===== src/rtl/gcd_axi_pkg.sv =====
// Shared AXI constants, FSM state type and burst-geometry helpers for the
// GCD operand writer.
package gcd_axi_pkg;

  localparam logic [1:0] AXI_BURST_INCR    = 2'b01;
  localparam logic [1:0] AXI_RESP_OKAY     = 2'b00;
  localparam logic [2:0] AXI_SIZE_8B       = 3'd3;
  localparam logic [3:0] AXI_CACHE_DEFAULT = 4'b0011;
  localparam logic [2:0] AXI_PROT_DEFAULT  = 3'b000;

  typedef enum logic [1:0] {
    IDLE = 2'd0,
    ADDR = 2'd1,
    DATA = 2'd2,
    RESP = 2'd3
  } wr_state_t;

  function automatic int num_beats(input int width, input int data_w);
    return (width + data_w - 1) / data_w;
  endfunction

  // Byte strobe for the final beat: only bytes that carry operand bits are enabled.
  function automatic logic [7:0] last_strb(input int width, input int data_w);
    int         rem;
    logic [7:0] strb;
    rem  = width - (num_beats(width, data_w) - 1) * data_w;
    strb = 8'h00;
    for (int b = 0; b < 8; b++) begin
      strb[b] = ((b * 8) < rem);
    end
    return strb;
  endfunction

endpackage


===== src/rtl/gcd_axi_operand_writer_if.sv =====
// AXI4 write-only channel bundle (AW, W, B) between the operand writer
// (master) and the wrapper's data slave.
interface gcd_axi_operand_writer_if #(
  parameter int ADDR_W = 32,
  parameter int ID_W   = 4,
  parameter int DATA_W = 64
);

  logic [ID_W-1:0]     awid;
  logic [ADDR_W-1:0]   awaddr;
  logic [7:0]          awlen;
  logic [2:0]          awsize;
  logic [1:0]          awburst;
  logic                awlock;
  logic [3:0]          awcache;
  logic [2:0]          awprot;
  logic                awvalid;
  logic                awready;
  logic [DATA_W-1:0]   wdata;
  logic [DATA_W/8-1:0] wstrb;
  logic                wlast;
  logic                wvalid;
  logic                wready;
  logic [ID_W-1:0]     bid;
  logic [1:0]          bresp;
  logic                bvalid;
  logic                bready;

  modport master (
    output awid, awaddr, awlen, awsize, awburst, awlock, awcache, awprot, awvalid,
    output wdata, wstrb, wlast, wvalid, bready,
    input  awready, wready, bid, bresp, bvalid
  );

  modport slave (
    input  awid, awaddr, awlen, awsize, awburst, awlock, awcache, awprot, awvalid,
    input  wdata, wstrb, wlast, wvalid, bready,
    output awready, wready, bid, bresp, bvalid
  );

endinterface


===== src/rtl/gcd_wide_shift_reg.sv =====
// Wide operand holding register: parallel load, right shift by one data word,
// lowest word presented as the current beat.
module gcd_wide_shift_reg #(
  parameter int TOTAL_W = 1280,
  parameter int DATA_W  = 64
) (
  input  logic               i_clk,
  input  logic               i_reset,
  input  logic               i_load,
  input  logic               i_shift,
  input  logic [TOTAL_W-1:0] i_data,
  output logic [DATA_W-1:0]  o_word
);

  logic [TOTAL_W-1:0] r_shreg;

  // Load has priority; shifting only happens on an accepted beat so the word holds under stall.
  always_ff @(posedge i_clk) begin
    if (i_reset) begin
      r_shreg <= '0;
    end else if (i_load) begin
      r_shreg <= i_data;
    end else if (i_shift) begin
      r_shreg <= {{DATA_W{1'b0}}, r_shreg[TOTAL_W-1:DATA_W]};
    end else begin
      r_shreg <= r_shreg;
    end
  end

  assign o_word = r_shreg[DATA_W-1:0];

endmodule


===== src/rtl/gcd_axi_operand_writer.sv =====
// AXI4 write initiator: sends one zero-padded wide operand as a single INCR
// burst, waits for the B response and pulses o_done.
module gcd_axi_operand_writer
  import gcd_axi_pkg::*;
#(
  parameter int OPERAND_W = 1279,
  parameter int DATA_W    = 64,
  parameter int ADDR_W    = 32,
  parameter int ID_W      = 4
) (
  input  logic                    i_clk,
  input  logic                    i_reset,
  input  logic                    i_start,
  input  logic [ADDR_W-1:0]       i_base_addr,
  input  logic [ID_W-1:0]         i_txn_id,
  input  logic [OPERAND_W-1:0]    i_operand,
  output logic                    o_busy,
  output logic                    o_done,
  output logic                    o_error,
  gcd_axi_operand_writer_if.master m_axi
);

  localparam int         BEATS     = num_beats(OPERAND_W, DATA_W);
  localparam int         TOTAL_W   = BEATS * DATA_W;
  localparam logic [7:0] LAST_BEAT = 8'(BEATS - 1);
  localparam logic [7:0] LAST_STRB = last_strb(OPERAND_W, DATA_W);

  wr_state_t         r_state;
  logic [7:0]        r_beat_cnt;
  logic              r_busy;
  logic              r_done;
  logic              r_error;
  logic [ID_W-1:0]   r_awid;
  logic [ADDR_W-1:0] r_awaddr;
  logic [7:0]        r_awlen;
  logic [2:0]        r_awsize;
  logic [1:0]        r_awburst;
  logic [3:0]        r_awcache;
  logic              r_awvalid;
  logic [7:0]        r_wstrb;
  logic              r_wlast;
  logic              r_wvalid;
  logic              r_bready;

  logic               w_load;
  logic               w_shift;
  logic [TOTAL_W-1:0] w_operand_padded;
  logic [DATA_W-1:0]  w_wdata;

  // A START coinciding with the DONE pulse is dropped, so re-issue waits one cycle.
  assign w_load           = (r_state == IDLE) && i_start && !r_done;
  assign w_shift          = (r_state == DATA) && r_wvalid && m_axi.wready;
  assign w_operand_padded = TOTAL_W'(i_operand);

  gcd_wide_shift_reg #(
    .TOTAL_W (TOTAL_W),
    .DATA_W  (DATA_W)
  ) u_shreg (
    .i_clk   (i_clk),
    .i_reset (i_reset),
    .i_load  (w_load),
    .i_shift (w_shift),
    .i_data  (w_operand_padded),
    .o_word  (w_wdata)
  );

  // Burst sequencer: address phase, data beats, then response, all outputs registered.
  always_ff @(posedge i_clk) begin
    if (i_reset) begin
      r_state    <= IDLE;
      r_beat_cnt <= 8'd0;
      r_busy     <= 1'b0;
      r_done     <= 1'b0;
      r_error    <= 1'b0;
      r_awid     <= '0;
      r_awaddr   <= '0;
      r_awlen    <= 8'd0;
      r_awsize   <= 3'd0;
      r_awburst  <= 2'd0;
      r_awcache  <= 4'd0;
      r_awvalid  <= 1'b0;
      r_wstrb    <= 8'h00;
      r_wlast    <= 1'b0;
      r_wvalid   <= 1'b0;
      r_bready   <= 1'b0;
    end else begin
      r_done <= 1'b0;
      case (r_state)
        IDLE: begin
          if (w_load) begin
            r_state    <= ADDR;
            r_busy     <= 1'b1;
            r_error    <= 1'b0;
            r_beat_cnt <= 8'd0;
            r_awid     <= i_txn_id;
            r_awaddr   <= i_base_addr;
            r_awlen    <= LAST_BEAT;
            r_awsize   <= AXI_SIZE_8B;
            r_awburst  <= AXI_BURST_INCR;
            r_awcache  <= AXI_CACHE_DEFAULT;
            r_awvalid  <= 1'b1;
          end
        end
        ADDR: begin
          if (m_axi.awready) begin
            r_state   <= DATA;
            r_awvalid <= 1'b0;
            r_wvalid  <= 1'b1;
            r_wlast   <= (LAST_BEAT == 8'd0);
            r_wstrb   <= (LAST_BEAT == 8'd0) ? LAST_STRB : 8'hFF;
          end
        end
        DATA: begin
          if (w_shift) begin
            r_beat_cnt <= r_beat_cnt + 8'd1;
            if (r_wlast) begin
              r_state  <= RESP;
              r_wvalid <= 1'b0;
              r_wlast  <= 1'b0;
              r_wstrb  <= 8'h00;
              r_bready <= 1'b1;
            end else begin
              // WLAST/WSTRB are prepared one beat ahead so they sit with the word they describe.
              r_wlast <= ((r_beat_cnt + 8'd1) == LAST_BEAT);
              r_wstrb <= ((r_beat_cnt + 8'd1) == LAST_BEAT) ? LAST_STRB : 8'hFF;
            end
          end
        end
        RESP: begin
          if (m_axi.bvalid) begin
            r_state  <= IDLE;
            r_bready <= 1'b0;
            r_busy   <= 1'b0;
            r_done   <= 1'b1;
            r_error  <= (m_axi.bresp != AXI_RESP_OKAY) || (m_axi.bid != r_awid);
          end
        end
        default: begin
          r_state <= IDLE;
        end
      endcase
    end
  end

  assign o_busy  = r_busy;
  assign o_done  = r_done;
  assign o_error = r_error;

  assign m_axi.awid    = r_awid;
  assign m_axi.awaddr  = r_awaddr;
  assign m_axi.awlen   = r_awlen;
  assign m_axi.awsize  = r_awsize;
  assign m_axi.awburst = r_awburst;
  assign m_axi.awlock  = 1'b0;
  assign m_axi.awcache = r_awcache;
  assign m_axi.awprot  = AXI_PROT_DEFAULT;
  assign m_axi.awvalid = r_awvalid;
  assign m_axi.wdata   = w_wdata;
  assign m_axi.wstrb   = r_wstrb;
  assign m_axi.wlast   = r_wlast;
  assign m_axi.wvalid  = r_wvalid;
  assign m_axi.bready  = r_bready;

endmodule


===== src/flat_wrapper.sv =====
// flat-port wrapper written by rule: the top's interface ports become plain ports
module gcd_axi_operand_writer_flat import gcd_axi_pkg::*;
#(
  parameter int OPERAND_W = 1279,
  parameter int DATA_W    = 64,
  parameter int ADDR_W    = 32,
  parameter int ID_W      = 4
)
  (i_clk, i_reset, i_start, i_base_addr, i_txn_id, i_operand, o_busy, o_done, o_error, m_axi_awid, m_axi_awaddr, m_axi_awlen, m_axi_awsize, m_axi_awburst, m_axi_awlock, m_axi_awcache, m_axi_awprot, m_axi_awvalid, m_axi_wdata, m_axi_wstrb, m_axi_wlast, m_axi_wvalid, m_axi_bready, m_axi_awready, m_axi_wready, m_axi_bid, m_axi_bresp, m_axi_bvalid);
  gcd_axi_operand_writer_if #(.ADDR_W(ADDR_W), .ID_W(ID_W), .DATA_W(DATA_W)) m_axi_i ();
  input  logic i_clk;
  input  logic i_reset;
  input  logic i_start;
  input  logic [ADDR_W-1:0] i_base_addr;
  input  logic [ID_W-1:0] i_txn_id;
  input  logic [OPERAND_W-1:0] i_operand;
  output logic o_busy;
  output logic o_done;
  output logic o_error;
  output wire logic [$bits(m_axi_i.awid)-1:0] m_axi_awid;
  output wire logic [$bits(m_axi_i.awaddr)-1:0] m_axi_awaddr;
  output wire logic [$bits(m_axi_i.awlen)-1:0] m_axi_awlen;
  output wire logic [$bits(m_axi_i.awsize)-1:0] m_axi_awsize;
  output wire logic [$bits(m_axi_i.awburst)-1:0] m_axi_awburst;
  output wire logic [$bits(m_axi_i.awlock)-1:0] m_axi_awlock;
  output wire logic [$bits(m_axi_i.awcache)-1:0] m_axi_awcache;
  output wire logic [$bits(m_axi_i.awprot)-1:0] m_axi_awprot;
  output wire logic [$bits(m_axi_i.awvalid)-1:0] m_axi_awvalid;
  output wire logic [$bits(m_axi_i.wdata)-1:0] m_axi_wdata;
  output wire logic [$bits(m_axi_i.wstrb)-1:0] m_axi_wstrb;
  output wire logic [$bits(m_axi_i.wlast)-1:0] m_axi_wlast;
  output wire logic [$bits(m_axi_i.wvalid)-1:0] m_axi_wvalid;
  output wire logic [$bits(m_axi_i.bready)-1:0] m_axi_bready;
  input wire logic [$bits(m_axi_i.awready)-1:0] m_axi_awready;
  input wire logic [$bits(m_axi_i.wready)-1:0] m_axi_wready;
  input wire logic [$bits(m_axi_i.bid)-1:0] m_axi_bid;
  input wire logic [$bits(m_axi_i.bresp)-1:0] m_axi_bresp;
  input wire logic [$bits(m_axi_i.bvalid)-1:0] m_axi_bvalid;
  assign m_axi_awid = m_axi_i.awid;
  assign m_axi_awaddr = m_axi_i.awaddr;
  assign m_axi_awlen = m_axi_i.awlen;
  assign m_axi_awsize = m_axi_i.awsize;
  assign m_axi_awburst = m_axi_i.awburst;
  assign m_axi_awlock = m_axi_i.awlock;
  assign m_axi_awcache = m_axi_i.awcache;
  assign m_axi_awprot = m_axi_i.awprot;
  assign m_axi_awvalid = m_axi_i.awvalid;
  assign m_axi_wdata = m_axi_i.wdata;
  assign m_axi_wstrb = m_axi_i.wstrb;
  assign m_axi_wlast = m_axi_i.wlast;
  assign m_axi_wvalid = m_axi_i.wvalid;
  assign m_axi_bready = m_axi_i.bready;
  assign m_axi_i.awready = m_axi_awready;
  assign m_axi_i.wready = m_axi_wready;
  assign m_axi_i.bid = m_axi_bid;
  assign m_axi_i.bresp = m_axi_bresp;
  assign m_axi_i.bvalid = m_axi_bvalid;
  gcd_axi_operand_writer #(.OPERAND_W(OPERAND_W), .DATA_W(DATA_W), .ADDR_W(ADDR_W), .ID_W(ID_W)) u_core (.i_clk(i_clk), .i_reset(i_reset), .i_start(i_start), .i_base_addr(i_base_addr), .i_txn_id(i_txn_id), .i_operand(i_operand), .o_busy(o_busy), .o_done(o_done), .o_error(o_error), .m_axi(m_axi_i));
endmodule

===== config.mk =====
export PLATFORM = sky130hd
export DESIGN_NAME = gcd_axi_operand_writer_flat
export DESIGN_NICKNAME = d
export VERILOG_FILES = /design/src/rtl/gcd_axi_pkg.sv /design/src/rtl/gcd_axi_operand_writer_if.sv /design/src/rtl/gcd_wide_shift_reg.sv /design/src/rtl/gcd_axi_operand_writer.sv /design/src/flat_wrapper.sv
export SDC_FILE = /design/constraint.sdc
export NUM_CORES = 2
export LEC_CHECK = 0
export BUFFER_PORTS_ARGS = -buffer_cell sky130_fd_sc_hd__buf_2
export CORE_AREA = 3 3 569 571
export CTS_CLUSTER_SIZE = 16
export DETAILED_ROUTE_END_ITERATION = 8
export DIE_AREA = 0 0 572 574
export GPL_ROUTABILITY_DRIVEN = 1
export PLACE_DENSITY_LB_ADDON = 0.12
export SYNTH_ARGS = -nofsm -noshare
export SYNTH_HDL_FRONTEND = slang
export SYNTH_SLANG_ARGS = --single-unit

===== constraint.sdc =====
create_clock -name i_clk -period 5.4 [get_ports i_clk]
set_clock_uncertainty 0.05 [all_clocks]
set_input_delay 0.27 -clock i_clk [delete_from_list [all_inputs] [get_ports i_clk]]
set_output_delay 0.27 -clock i_clk [all_outputs]
set_load 0.02 [all_outputs]

# ---- Word-level counts from Yosys, hierarchy flattened
# Index checks and enable logic that the tools add are counted.
dict set report classes {
  eq_ne 10
  add_sub_neg 1
  mux 34
  n_bitwise 1
  reduce_logical 23
}
# operator n
set ops {}
lappend ops {{$mux 1279} 2}
lappend ops {{$mux 8} 5}
lappend ops {{$pmux 8 s2} 2}
lappend ops {{$reduce_bool 2->1} 7}
lappend ops {{$mux 1} 13}
lappend ops {{$pmux 1 s2} 6}
lappend ops {{$reduce_and 3->1} 4}
lappend ops {{$mux 2} 5}
lappend ops {{$add 8x1->8 const B} 1}
lappend ops {{$eq 8x5->1 const B} 1}
lappend ops {{$ne 2x2->1 const B} 4}
lappend ops {{$pmux 2 s4} 1}
lappend ops {{$reduce_and 4->1} 2}
lappend ops {{$reduce_and 5->1} 1}
lappend ops {{$eq 2x2->1 const B} 2}
lappend ops {{$logic_and 1x1->1} 4}
lappend ops {{$ne 4x4->1} 1}
lappend ops {{$eq 2x1->1 const B} 1}
lappend ops {{$logic_not 2->1} 1}
lappend ops {{$ne 2x1->1 const B} 1}
lappend ops {{$reduce_and 2->1} 1}
lappend ops {{$reduce_or 2->1} 1}
lappend ops {{$logic_not 1->1} 1}
lappend ops {{$logic_or 1x1->1} 1}
lappend ops {{$not 1->1} 1}
dict set report totals {
  in_bits 1327
  output_inout_bits 136
  reg_bits 1343
}

# ---- Longest topological paths before layout
dict set report depth {
  ltp_word 5
  depth_mapped 10
  depth_no_buf 6
}

# ---- Hierarchy
# Synthesis repeated with hierarchy kept, for this count alone.
dict set report hier_totals {
  hier_cells 6080
  area_unflattened_um2 62844.0
}
# module seq_area_each_um2 area_each_um2 n_inst cells_per_inst
set by_module_without_submodules {}
lappend by_module_without_submodules {gcd_wide_shift_reg 25624.6 60290.3 1 5754}
lappend by_module_without_submodules {gcd_axi_operand_writer 1101.1 2553.7 1 326}

# ---- Least setup slack after synthesis
# No wires, ideal clock.
dict set report synth_timing {
  path_type {register to register}
  start {register u_core.r_state[0]}
  end {register u_core.u_shreg.r_shreg[1000]}
  slack_ns 3.520
  t_arrival_ns 1.739
  stages_incl_launch_ff 10
  n_path_buf 4
  path_cell_list {dfxtp_1 inv_1 ha_1 nand3b_1 buf_4 buf_4 buf_4 clkbuf_1 nand2_1 a311oi_1}
}
dict set report synth_between {
  elab_chain_len 4
}
# element line
set synth_lines {}
lappend synth_lines {{from (decl)} gcd_axi_operand_writer.sv:28} ;# wr_state_t r_state;
lappend synth_lines {{from (signal assigned)} gcd_axi_operand_writer.sv:70} ;# r_state <= IDLE;
lappend synth_lines {{from (signal assigned)} gcd_axi_operand_writer.sv:91} ;# r_state <= ADDR;
lappend synth_lines {{from (signal assigned)} gcd_axi_operand_writer.sv:106} ;# r_state <= DATA;
lappend synth_lines {{$eq 2x2->1 or $logic_not 2->1 (tied branches)} {gcd_axi_operand_writer.sv:52, gcd_axi_operand_writer.sv:51}}
lappend synth_lines {{$logic_and 1x1->1, on equally long branches (2 in a row)} {gcd_axi_operand_writer.sv:52, gcd_axi_operand_writer.sv:51}}
lappend synth_lines {{$reduce_bool 2->1 (no source line) or $mux 1279 (tied branches)} --}
lappend synth_lines {{to (signal assigned)} gcd_wide_shift_reg.sv:22} ;# r_shreg <= i_data;
lappend synth_lines {{to (signal assigned)} gcd_wide_shift_reg.sv:24} ;# r_shreg <= {{DATA_W{1'b0}}, r_shreg[TOTAL_W-1:DATA_W]};
lappend synth_lines {{to (signal assigned)} gcd_wide_shift_reg.sv:26} ;# r_shreg <= r_shreg;
lappend synth_lines {{to (decl)} gcd_wide_shift_reg.sv:15} ;# logic [TOTAL_W-1:0] r_shreg;
# Several ways; a longest one is shown, not always the timed one.
# A chain may end at the register's enable or synchronous reset.

# ---- Final worst setup path
dict set report layout_timing {
  start {register u_core.r_state[0]}
  end {register u_core.u_shreg.r_shreg[253]}
}
# Same word-level chain as after synthesis.

==> flow_summary.ini <==
[setup_path]
crit_chain = inv_1 > ha_1 > nand3b_1 > nand2_8 > buf_4 > nor2_1 > a311oi_1
ff2ff_setup_slack_ns = 1.75
cp-end-kind = flop
worstPathArrival_ns = 4.30
cp_top_family = simple AND/OR/NAND/NOR gates
cp_slowest_cell = buf_4
worst_setup_path_start_kind = flop
setup.worst_path.class = flop to flop
worst-path-buf-inv = 2
reg2reg_depth = 7
cpPeakStageDelay_ns = 0.99
path_max_fanout = 115
critPathRequiredTime_ns = 6.05
r2r_start = u_core.r_state[0]
reg2reg_to = u_core.u_shreg.r_shreg[253]

[yosys]
synth-compound-area-share = 0.204
syn_area_um2 = 56900
synthDistinctLibCells = 49
synth_top_area_cell = dfxtp_1
synth_top_family_by_area = simple AND/OR/NAND/NOR gates
synthFlopType = dfxtp_1
yosys-top-cells-area = dfxtp_1, a311oi_1, nand2_1, nor2_1, buf_2
yosys_warnings = 0
muxShareOfSynthArea = 0.000352
ys_seq_area_frac = 0.469
async_reset_ff_frac = 0
synth_edf_count = 0
synth-seq-cells = 1334
synth_xor_area_frac = 0.000154
yosys.area_share.simple = 0.255
postSynthAreaPerCell_um2 = 7.74
synthAdderAreaFrac = 0.00132
synth_top_area_frac = 0.469
synthCells = 7354

[final_layout]
n_fill_cell = 35133
fin_util = 0.271
final_common_cell = nand2_1
final_cell_mix = nand2_1, buf_2, dfxtp_1
layout.cells.non_filler = 14023
nets = 10950
layout-drive-gt1-share = 0.186
area_growth_pct = 51.4

[die]
die_h_um = 574
io_pins = 1463
die_x_um = 572
start_util = 0.179
core_um2 = 318000
die-area_um2 = 328000
rows = 207

[cts]
clockBufferDepth = 4
cts_inserted_buffers = 179
cts_hold_buf = 1333
cts_tree = built
cts_resized = 0
clkSlewWorstSetupHoldPaths_ns = 0.06
clock_latency_ns = 0.82
cts_sinks = 1334
post_cts_buffers = 0
cts_root_buf = clkbuf_16
htreeDepth = 4

[drt]
post_drt_wl_per_cell_um = 23.9
num_vias = 62548
drt-initial-drc-count = 4241
drt_pass1_iterations = 6
viasPerCell = 4.46
drc = 0
totalWireLength_mm = 336
drtAntennaViolNets = 0

[global_routing]
grt-ovfl-total = 0
use_met2 = 0.337
grt_pass1_vias = 62765
top_usage_layer = met2
grt_pass1_wl_mm = 464
gr-usage-met1 = 0.240
grt_max_degree = 193
met3_usage = 0.0321
grt_antenna_before_repair = 144
grtUsageTotal = 0.194

[worst_hold_path]
whs_path_depth = 2
hold_path_class = primary input to flop
min_to = u_core.u_shreg.r_shreg[1041]
min_from = i_reset

[placed_design]
gp_congestion = 0.871
dp.cells = 12283
io_buffer_count = 1449
dp_hpwl_mm = 250

[outcome]
status = finished clean

[timing]
worstMarginPinSlew_ns = 1.16
period_needed_ns = 3.65
hold_viol = 0
max_freq_ghz = 0.274
min_period_over_period = 0.676
rsz0062_at_grt = false
fin_setup_tns_ns = 0
slew_headroom = 0.230
worst_hold_slack_ns = 0.0965
slew_violations = 0
final-setup-viol-count = 0

[run]
maxCapViolCount = 0

[power_and_ir_drop]
power_density_nw_per_um2 = 517
p_leak_nw = 32.9
worst_ir_drop_vdd_uv = 301
[final cells by class]
class | count | area (µm²) | area share
Tap cell | 4180 | 5230 | 0.0607
Inverter | 7 | 26.3 | 0.000305
Antenna cell | 92 | 230 | 0.00267
Sequential cell | 1334 | 26700 | 0.310
Clock buffer | 278 | 5370 | 0.0623
Timing Repair Buffer | 2874 | 21800 | 0.254
Multi-Input combinational cell | 5221 | 26300 | 0.305
Clock inverter | 37 | 452 | 0.00524
[stage by stage]
| step | setup slack, ns | cell area (µm²) | power [mW] |
|---|---|---|---|
| 6_report | 1.75 | 86200 | 44.6 |
| 5_1_grt | 1.40 | 86100 | 47.6 |
| 2_1_floorplan | 3.52 | 57000 | 25.9 |
| 3_5_place_dp | 1.75 | 66800 | 32.3 |
| 4_1_cts | 1.71 | 85900 | 45.4 |
| 3_3_place_gp | 1.84 | 66800 | 32.1 |
[synth_stat cells, drive strengths merged, types with 2 or more instances]
cell type  number
nand2        2513
dfxtp        1334
nor2         1289
a311oi       1217
buf           512
clkbuf        292
a22oi          65
a21oi          50
nand2b         10
o21ai           8
inv             7
ha              6
a211oi          5
nand3           5
a31oi           3
and3            3
nand3b          3
a21o            2
and2            2
mux2i           2
nor2b           2
nor3            2
o31ai           2
or3             2
[metal layers]
metal,part of all wire,wire [µm]
met1,0.42,142000
met2,0.48,163000
met3,0.054,18100
met4,0.037,12300
met5,0.0015,507
[kinds of logic after synthesis]
logic type,Yosys count
AO/OA/AOI/OAI,1362
buffers and inverters,811
XOR/XNOR,1
flip-flops,1334
other,1
multiplexers,2
AND/OR/NAND/NOR,3837
adder cells (fa/ha/maj),6
[how the worst max path moves through the flow]
| stage | from | to | slack (ns) | cells after the start |
|---|---|---|---|---|
| 2_1_floorplan | u_core.r_state[0] | u_core.u_shreg.r_shreg[1000] | 3.52 | 9 |
| 3_3_place_gp | u_core.r_state[0] | u_core.u_shreg.r_shreg[99] | 1.84 | 7 |
| 3_5_place_dp | u_core.r_state[0] | u_core.u_shreg.r_shreg[253] | 1.75 | 7 |
| 4_1_cts | u_core.r_state[0] | u_core.u_shreg.r_shreg[253] | 1.71 | 7 |
| 5_1_grt | u_core.r_state[0] | u_core.u_shreg.r_shreg[33] | 1.40 | 7 |
| 6_report | u_core.r_state[0] | u_core.u_shreg.r_shreg[253] | 1.75 | 7 |
[where the power goes]
part           switching, mW  total (mW)  internal, mW  leakage (nW)
logic                   10.8        16.3          5.45          19.0
registers               2.97        16.3          13.3          11.0
clock network           4.92        12.0          7.10          2.87
[flip-flops by register name, indices dropped and copies added (netlist names)]
register and cells:
u_core.m_axi.wstrb 1, u_core.o_busy 1, u_core.o_done 1, u_core.m_axi.awid 4
u_core.o_error 1, u_core.m_axi.wlast 1, u_core.m_axi.wvalid 1, u_core.m_axi.awvalid 1
u_core.r_state 2, u_core.m_axi.bready 1, u_core.m_axi.awcache 1, u_core.m_axi.awaddr 32
u_core.r_beat_cnt 8, u_core.u_shreg.r_shreg 1279
Power figures use the tool's default switching activity.
